==> src/rtl/wb_ram_arbiter.sv <==
// ============================================================================
// Module   : wb_ram_arbiter
// Purpose  : Round-robin Wishbone B3 arbiter sharing one RAM slave port among
//            NUM_MASTERS masters, with an unanswered-strobe watchdog.
// Revision : 1.0  initial release
// ============================================================================
`default_nettype none

module wb_ram_arbiter #(
    parameter int NUM_MASTERS = 3,
    parameter int AW          = 32,
    parameter int DW          = 32,
    parameter int TIMEOUT     = 255
) (
    input  logic                          wb_clk_i,
    input  logic                          wb_rst_n_i,

    input  logic [NUM_MASTERS*AW-1:0]     m_adr_i,
    input  logic [NUM_MASTERS*DW-1:0]     m_dat_i,
    input  logic [NUM_MASTERS*DW/8-1:0]   m_sel_i,
    input  logic [NUM_MASTERS-1:0]        m_we_i,
    input  logic [NUM_MASTERS-1:0]        m_cyc_i,
    input  logic [NUM_MASTERS-1:0]        m_stb_i,
    input  logic [NUM_MASTERS*3-1:0]      m_cti_i,
    input  logic [NUM_MASTERS*2-1:0]      m_bte_i,
    output logic [DW-1:0]                 m_dat_o,
    output logic [NUM_MASTERS-1:0]        m_ack_o,
    output logic [NUM_MASTERS-1:0]        m_err_o,
    output logic [NUM_MASTERS-1:0]        m_rty_o,

    output logic [AW-1:0]                 s_adr_o,
    output logic [DW-1:0]                 s_dat_o,
    output logic [DW/8-1:0]               s_sel_o,
    output logic                          s_we_o,
    output logic                          s_cyc_o,
    output logic                          s_stb_o,
    output logic [2:0]                    s_cti_o,
    output logic [1:0]                    s_bte_o,
    input  logic [DW-1:0]                 s_dat_i,
    input  logic                          s_ack_i,
    input  logic                          s_err_i,
    input  logic                          s_rty_i,

    output logic [NUM_MASTERS-1:0]        grant_o
);

    localparam int IW    = $clog2(NUM_MASTERS);
    localparam int CW    = (TIMEOUT > 0) ? $clog2(TIMEOUT + 1) : 1;
    localparam bit WD_EN = (TIMEOUT > 0);

    typedef enum logic [0:0] {
        ST_IDLE  = 1'b0,
        ST_GRANT = 1'b1
    } state_t;

    state_t                 r_state;
    state_t                 w_state_nxt;
    logic [NUM_MASTERS-1:0] r_grant;
    logic [NUM_MASTERS-1:0] w_grant_nxt;
    logic [IW-1:0]          r_last;
    logic [IW-1:0]          w_last_nxt;
    logic [IW-1:0]          w_sel;
    logic [IW-1:0]          w_cand;
    logic                   w_found;
    logic [CW-1:0]          r_wd_cnt;
    logic [CW-1:0]          w_wd_cnt_nxt;
    logic                   w_wd_err;
    logic                   w_resp;

    // Round-robin search: first requester strictly after the last winner.
    always_comb begin
        w_found = 1'b0;
        w_sel   = r_last;
        w_cand  = r_last;
        for (int k = 1; k <= NUM_MASTERS; k++) begin
            w_cand = IW'((int'(r_last) + k) % NUM_MASTERS);
            if (!w_found && m_cyc_i[w_cand]) begin
                w_found = 1'b1;
                w_sel   = w_cand;
            end
        end
    end

    always_comb begin
        w_state_nxt = r_state;
        w_grant_nxt = r_grant;
        w_last_nxt  = r_last;
        case (r_state)
            ST_IDLE: begin
                if (w_found) begin
                    for (int i = 0; i < NUM_MASTERS; i++) begin
                        w_grant_nxt[i] = (w_sel == IW'(i));
                    end
                    w_last_nxt  = w_sel;
                    w_state_nxt = ST_GRANT;
                end
            end
            ST_GRANT: begin
                // The grant spans the whole cyc, so bursts are never split.
                if (!s_cyc_o) begin
                    w_grant_nxt = '0;
                    w_state_nxt = ST_IDLE;
                end
            end
            default: begin
                w_grant_nxt = '0;
                w_state_nxt = ST_IDLE;
            end
        endcase
    end

    always_ff @(posedge wb_clk_i or negedge wb_rst_n_i) begin
        if (!wb_rst_n_i) begin
            r_state  <= ST_IDLE;
            r_grant  <= '0;
            r_last   <= IW'(NUM_MASTERS - 1);
            r_wd_cnt <= '0;
        end else begin
            r_state  <= w_state_nxt;
            r_grant  <= w_grant_nxt;
            r_last   <= w_last_nxt;
            r_wd_cnt <= w_wd_cnt_nxt;
        end
    end

    always_comb begin
        s_adr_o = '0;
        s_dat_o = '0;
        s_sel_o = '0;
        s_we_o  = 1'b0;
        s_cyc_o = 1'b0;
        s_stb_o = 1'b0;
        s_cti_o = '0;
        s_bte_o = '0;
        for (int i = 0; i < NUM_MASTERS; i++) begin
            if (r_grant[i]) begin
                s_adr_o = m_adr_i[i*AW +: AW];
                s_dat_o = m_dat_i[i*DW +: DW];
                s_sel_o = m_sel_i[i*(DW/8) +: (DW/8)];
                s_we_o  = m_we_i[i];
                s_cyc_o = m_cyc_i[i];
                s_stb_o = m_stb_i[i] & m_cyc_i[i];
                s_cti_o = m_cti_i[i*3 +: 3];
                s_bte_o = m_bte_i[i*2 +: 2];
            end
        end
    end

    assign w_resp = s_ack_i | s_err_i | s_rty_i;

    // A real slave response always wins over a coincident watchdog expiry.
    always_comb begin
        w_wd_err     = WD_EN && (r_state == ST_GRANT) && s_stb_o && !w_resp &&
                       (r_wd_cnt == CW'(TIMEOUT));
        w_wd_cnt_nxt = r_wd_cnt;
        if ((r_state != ST_GRANT) || !s_stb_o || w_resp || w_wd_err) begin
            w_wd_cnt_nxt = '0;
        end else if (r_wd_cnt != {CW{1'b1}}) begin
            w_wd_cnt_nxt = r_wd_cnt + 1'b1;
        end
    end

    assign m_dat_o = s_dat_i;
    assign m_ack_o = r_grant & {NUM_MASTERS{s_ack_i}};
    assign m_rty_o = r_grant & {NUM_MASTERS{s_rty_i}};
    assign m_err_o = r_grant & {NUM_MASTERS{s_err_i | w_wd_err}};
    assign grant_o = r_grant;

endmodule

`default_nettype wire

==> config.mk <==
export PLATFORM = sky130hd
export DESIGN_NAME = wb_ram_arbiter
export DESIGN_NICKNAME = d
export VERILOG_FILES = /design/src/rtl/wb_ram_arbiter.sv
export SDC_FILE = /design/constraint.sdc
export NUM_CORES = 1
export LEC_CHECK = 0
export CAP_MARGIN = 30
export CORE_AREA = 3 3 150 152
export CTS_CLUSTER_SIZE = 8
export DETAILED_ROUTE_END_ITERATION = 6
export DIE_AREA = 0 0 153 155
export SYNTH_ARGS = -nofsm -noshare
export SYNTH_HDL_FRONTEND = slang
export SYNTH_SLANG_ARGS = --single-unit
export TNS_END_PERCENT = 100
==> constraint.sdc <==
create_clock -name wb_clk_i -period 4.3 [get_ports wb_clk_i]
set_input_delay 0.86 -clock wb_clk_i [delete_from_list [all_inputs] [get_ports wb_clk_i]]
set_output_delay 0.86 -clock wb_clk_i [all_outputs]
set_load 0.02 [all_outputs]
==> results.tsv <==
stage	metric	value	unit
timing	setup_violations	0	
synth	synthesis.area	2560	um2
cts	postCtsSetupRepairBufs	0	
cts	clk_latency	0.24	ns
cts	clockBufferDepth	2	
critical_path	crit_fanout	7	
cts	htree_num_levels	1	
critical_path	worst-r2r-cell-count	7	
detailed_routing	wirelength	14.1	mm
synth	yosysMostFrequentCell	nand2_1	
critical_path	crit-reg2reg-capture	grant_o[1]	
timing	rsz0062_at_grt	no	
timing	fin_crit_sh	86.7	%
critical_path	crit_path_start	m_cyc_i[1]	
timing	tns	0	ns
final_layout	antenna-diode-count	0	
global_route	track_usage	10.7	%
synth	yosysWarnings	0	
floorplanning	die_width	153	um
pwr	totalPowerFinal	2.54	mW
synth	yosysTopAreaCellShare	21.7	%
critical_path	r2r_slack	2.23	ns
synth	ys.flop_type	dfrtp_1	
final_layout	final_core_util	27.8	%
timing	slew_headroom	56.8	%
cts	clock-sinks	14	
final_layout	drive_above_1_share	2.71	%
global_route	grt_antenna_before_repair	0	
pwr	power_density	431	nW/um2
detailed_routing	dr.pass1.iters	4	
min_path	hp-class	register to register	
placed_design	gp_congestion	0.759	
cts	ctsHoldBuffers	0	
cts	cts_tree	built	
synth	yosysSeqAreaShare	13.7	%
critical_path	required	3.44	ns
global_route	grt_most_used_layer	met2	
global_route	grtUsageMet3	3.06	%
global_route	grt_util_met1	12.6	%
pwr	ir_worst_vdd	0.000154	V
pwr	leakage	2.04	nW
floorplanning	die_area	23700	um2
min_path	hold_depth	1	
detailed_routing	post_drt_wl_per_cell	15.0	um
detailed_routing	antenna_left	0	
critical_path	reg2reg_from	r_last[1]	
detailed_routing	drc	0	
timing	fmax	0.268	GHz
floorplanning	start_util	12.1	%
timing	fin_worst_skew	0.00185	ns
run	cap_violations	0	
synth	synth_area_leaders	a22oi_1, o21ai_0, dfrtp_1	
synth	synthTopCellsByCount	nand2_1, o21ai_0, a22oi_1	
timing	worst_pin_slew	0.646	ns
synth	syn_inst	400	
synth	syn-mean-instance-area	6.39	um2
global_route	grt-ovfl-total	0	
placed_design	place_hpwl	11.4	mm
global_route	grt_pass1_vias	3909	
critical_path	cp_data_arrival_time	2.87	ns
detailed_routing	drt_iter0_drc	201	
floorplanning	num_rows	53	
final_layout	nets	933	
final_layout	synthToLayoutAreaGrowth	130	%
timing	layout_min_cycle_time	3.73	ns
detailed_routing	vias_per_cell	4.12	
run_status	status	finished, final reports clean	
synth	synth-edff-count	0	
floorplanning	core-area	21200	um2
global_route	grt_max_degree	84	
global_route	grt_use_met2	19.3	%
timing	hold_viol	0	
synth	synth_seq_cells	14	
synth	async_flop_share	100	%
floorplanning	ios	385	
critical_path	worstSetupPathType	input pin to output port	
timing	final_max_slew_viol_count	0	
placed_design	numPortBuffers	320	
cts	cts_root_buf	clkbuf_16	
synth	synthesis.nets	669	
cts	cts_resized	0	
floorplanning	die_h	155	um
critical_path	cp-end-kind	output port	
critical_path	crit_end	m_err_o[1]	
detailed_routing	num_vias	3862	
cts	clk_pin_slew	0.05	ns
cts	cts_made_buffers	3	
synth	ys_types	43	
global_route	grt_pass1_wl	21.0	mm
critical_path	cp-start-kind	input pin	
synth	synth.largest_area_cell	a22oi_1	
[cell families (layout without fill, tap and decap cells)]
logic type               count (synthesis)  count (layout)  share of synthesized area, %
multiplexers                             4               4                          1.66
buffers and inverters                   73             336                          15.8
XOR/XNOR                                 6               6                          2.06
AO/OA/AOI/OAI                          171             171                          43.1
flip-flops                              14              14                          13.7
adder cells (fa/ha/maj)                  4               4                          1.96
AND/OR/NAND/NOR                        128             128                          21.7
[cell usage in the layout, fill, tap and decap left out, types with 2 or more instances in the layout]
master / count
a21boi_0: 2
a21o_1: 2
a22o_1: 2
a22oi_1: 74
a31oi_1: 2
and2_1: 7
buf_12: 2
buf_4: 5
clkbuf_16: 3
clkdlybuf4s50_1: 320
dfrtp_1: 11
ha_1: 4
inv_1: 5
mux2_2: 2
mux2i_1: 2
nand2_1: 84
nand3_1: 7
nand4_1: 2
nor2_1: 13
nor2b_1: 6
o21ai_0: 77
o21ai_1: 3
xnor2_1: 3
xor2_1: 3
[area by class of cell]
type	count	area, um2
clock buffers	4	78.8
fillers	2300	15300
inverters	5	18.8
multi-input cells	313	1810
flip-flops and latches	14	357
well taps	275	344
repair buffers	327	3280
[power by group]
group	switching [mW]	internal, mW
logic	1.12	1.03
registers	0.0549	0.161
clock network	0.0514	0.125
[registers in the layout, indices dropped and copies added, names as in the netlist]
signal	flops
grant_o	3
r_last	2
r_state	1
r_wd_cnt	8
[critical path, stage by stage]
cell and delay [ns]:
clkdlybuf4s50_1 0.59, nand3_1 0.17, a31oi_1 0.32, a31oi_1 0.18, nor2b_1 0.13, clkdlybuf4s50_1 0.61
[how the worst min path moves through the flow]
| stage | from | end |
|---|---|---|
| 4_1_cts | r_wd_cnt[0] | r_wd_cnt[0] |
| 6_report | r_wd_cnt[0] | r_wd_cnt[0] |
| 5_1_grt | r_wd_cnt[0] | r_wd_cnt[0] |
| 2_1_floorplan | r_wd_cnt[0] | r_wd_cnt[0] |
| 3_5_place_dp | r_wd_cnt[0] | r_wd_cnt[0] |
| 3_3_place_gp | r_wd_cnt[0] | r_wd_cnt[0] |
[metal layers]
| layer | share of wire, % | up-vias |
|---|---|---|
| met5 | 0 | - |
| met4 | 2.3 | 0 |
| met3 | 8.9 | 20 |
| met2 | 50 | 215 |
| met1 | 39 | 1690 |
| li1 | - | 1937 |
[metrics by stage]
stage / cell area (um2) / hold WS [ns] / instances / setup slack (ns)
floorplan: 2560 / 0.455 / 400 / 1.43
global placement: 5810 / 0.478 / 934 / 0.586
detailed placement: 5810 / 0.503 / 934 / 0.573
CTS: 5890 / 0.509 / 938 / 0.558
global route: 5890 / 0.506 / 938 / 0.429
finish: 5890 / 0.498 / 938 / 0.572
(Power assumes the default switching activity.)
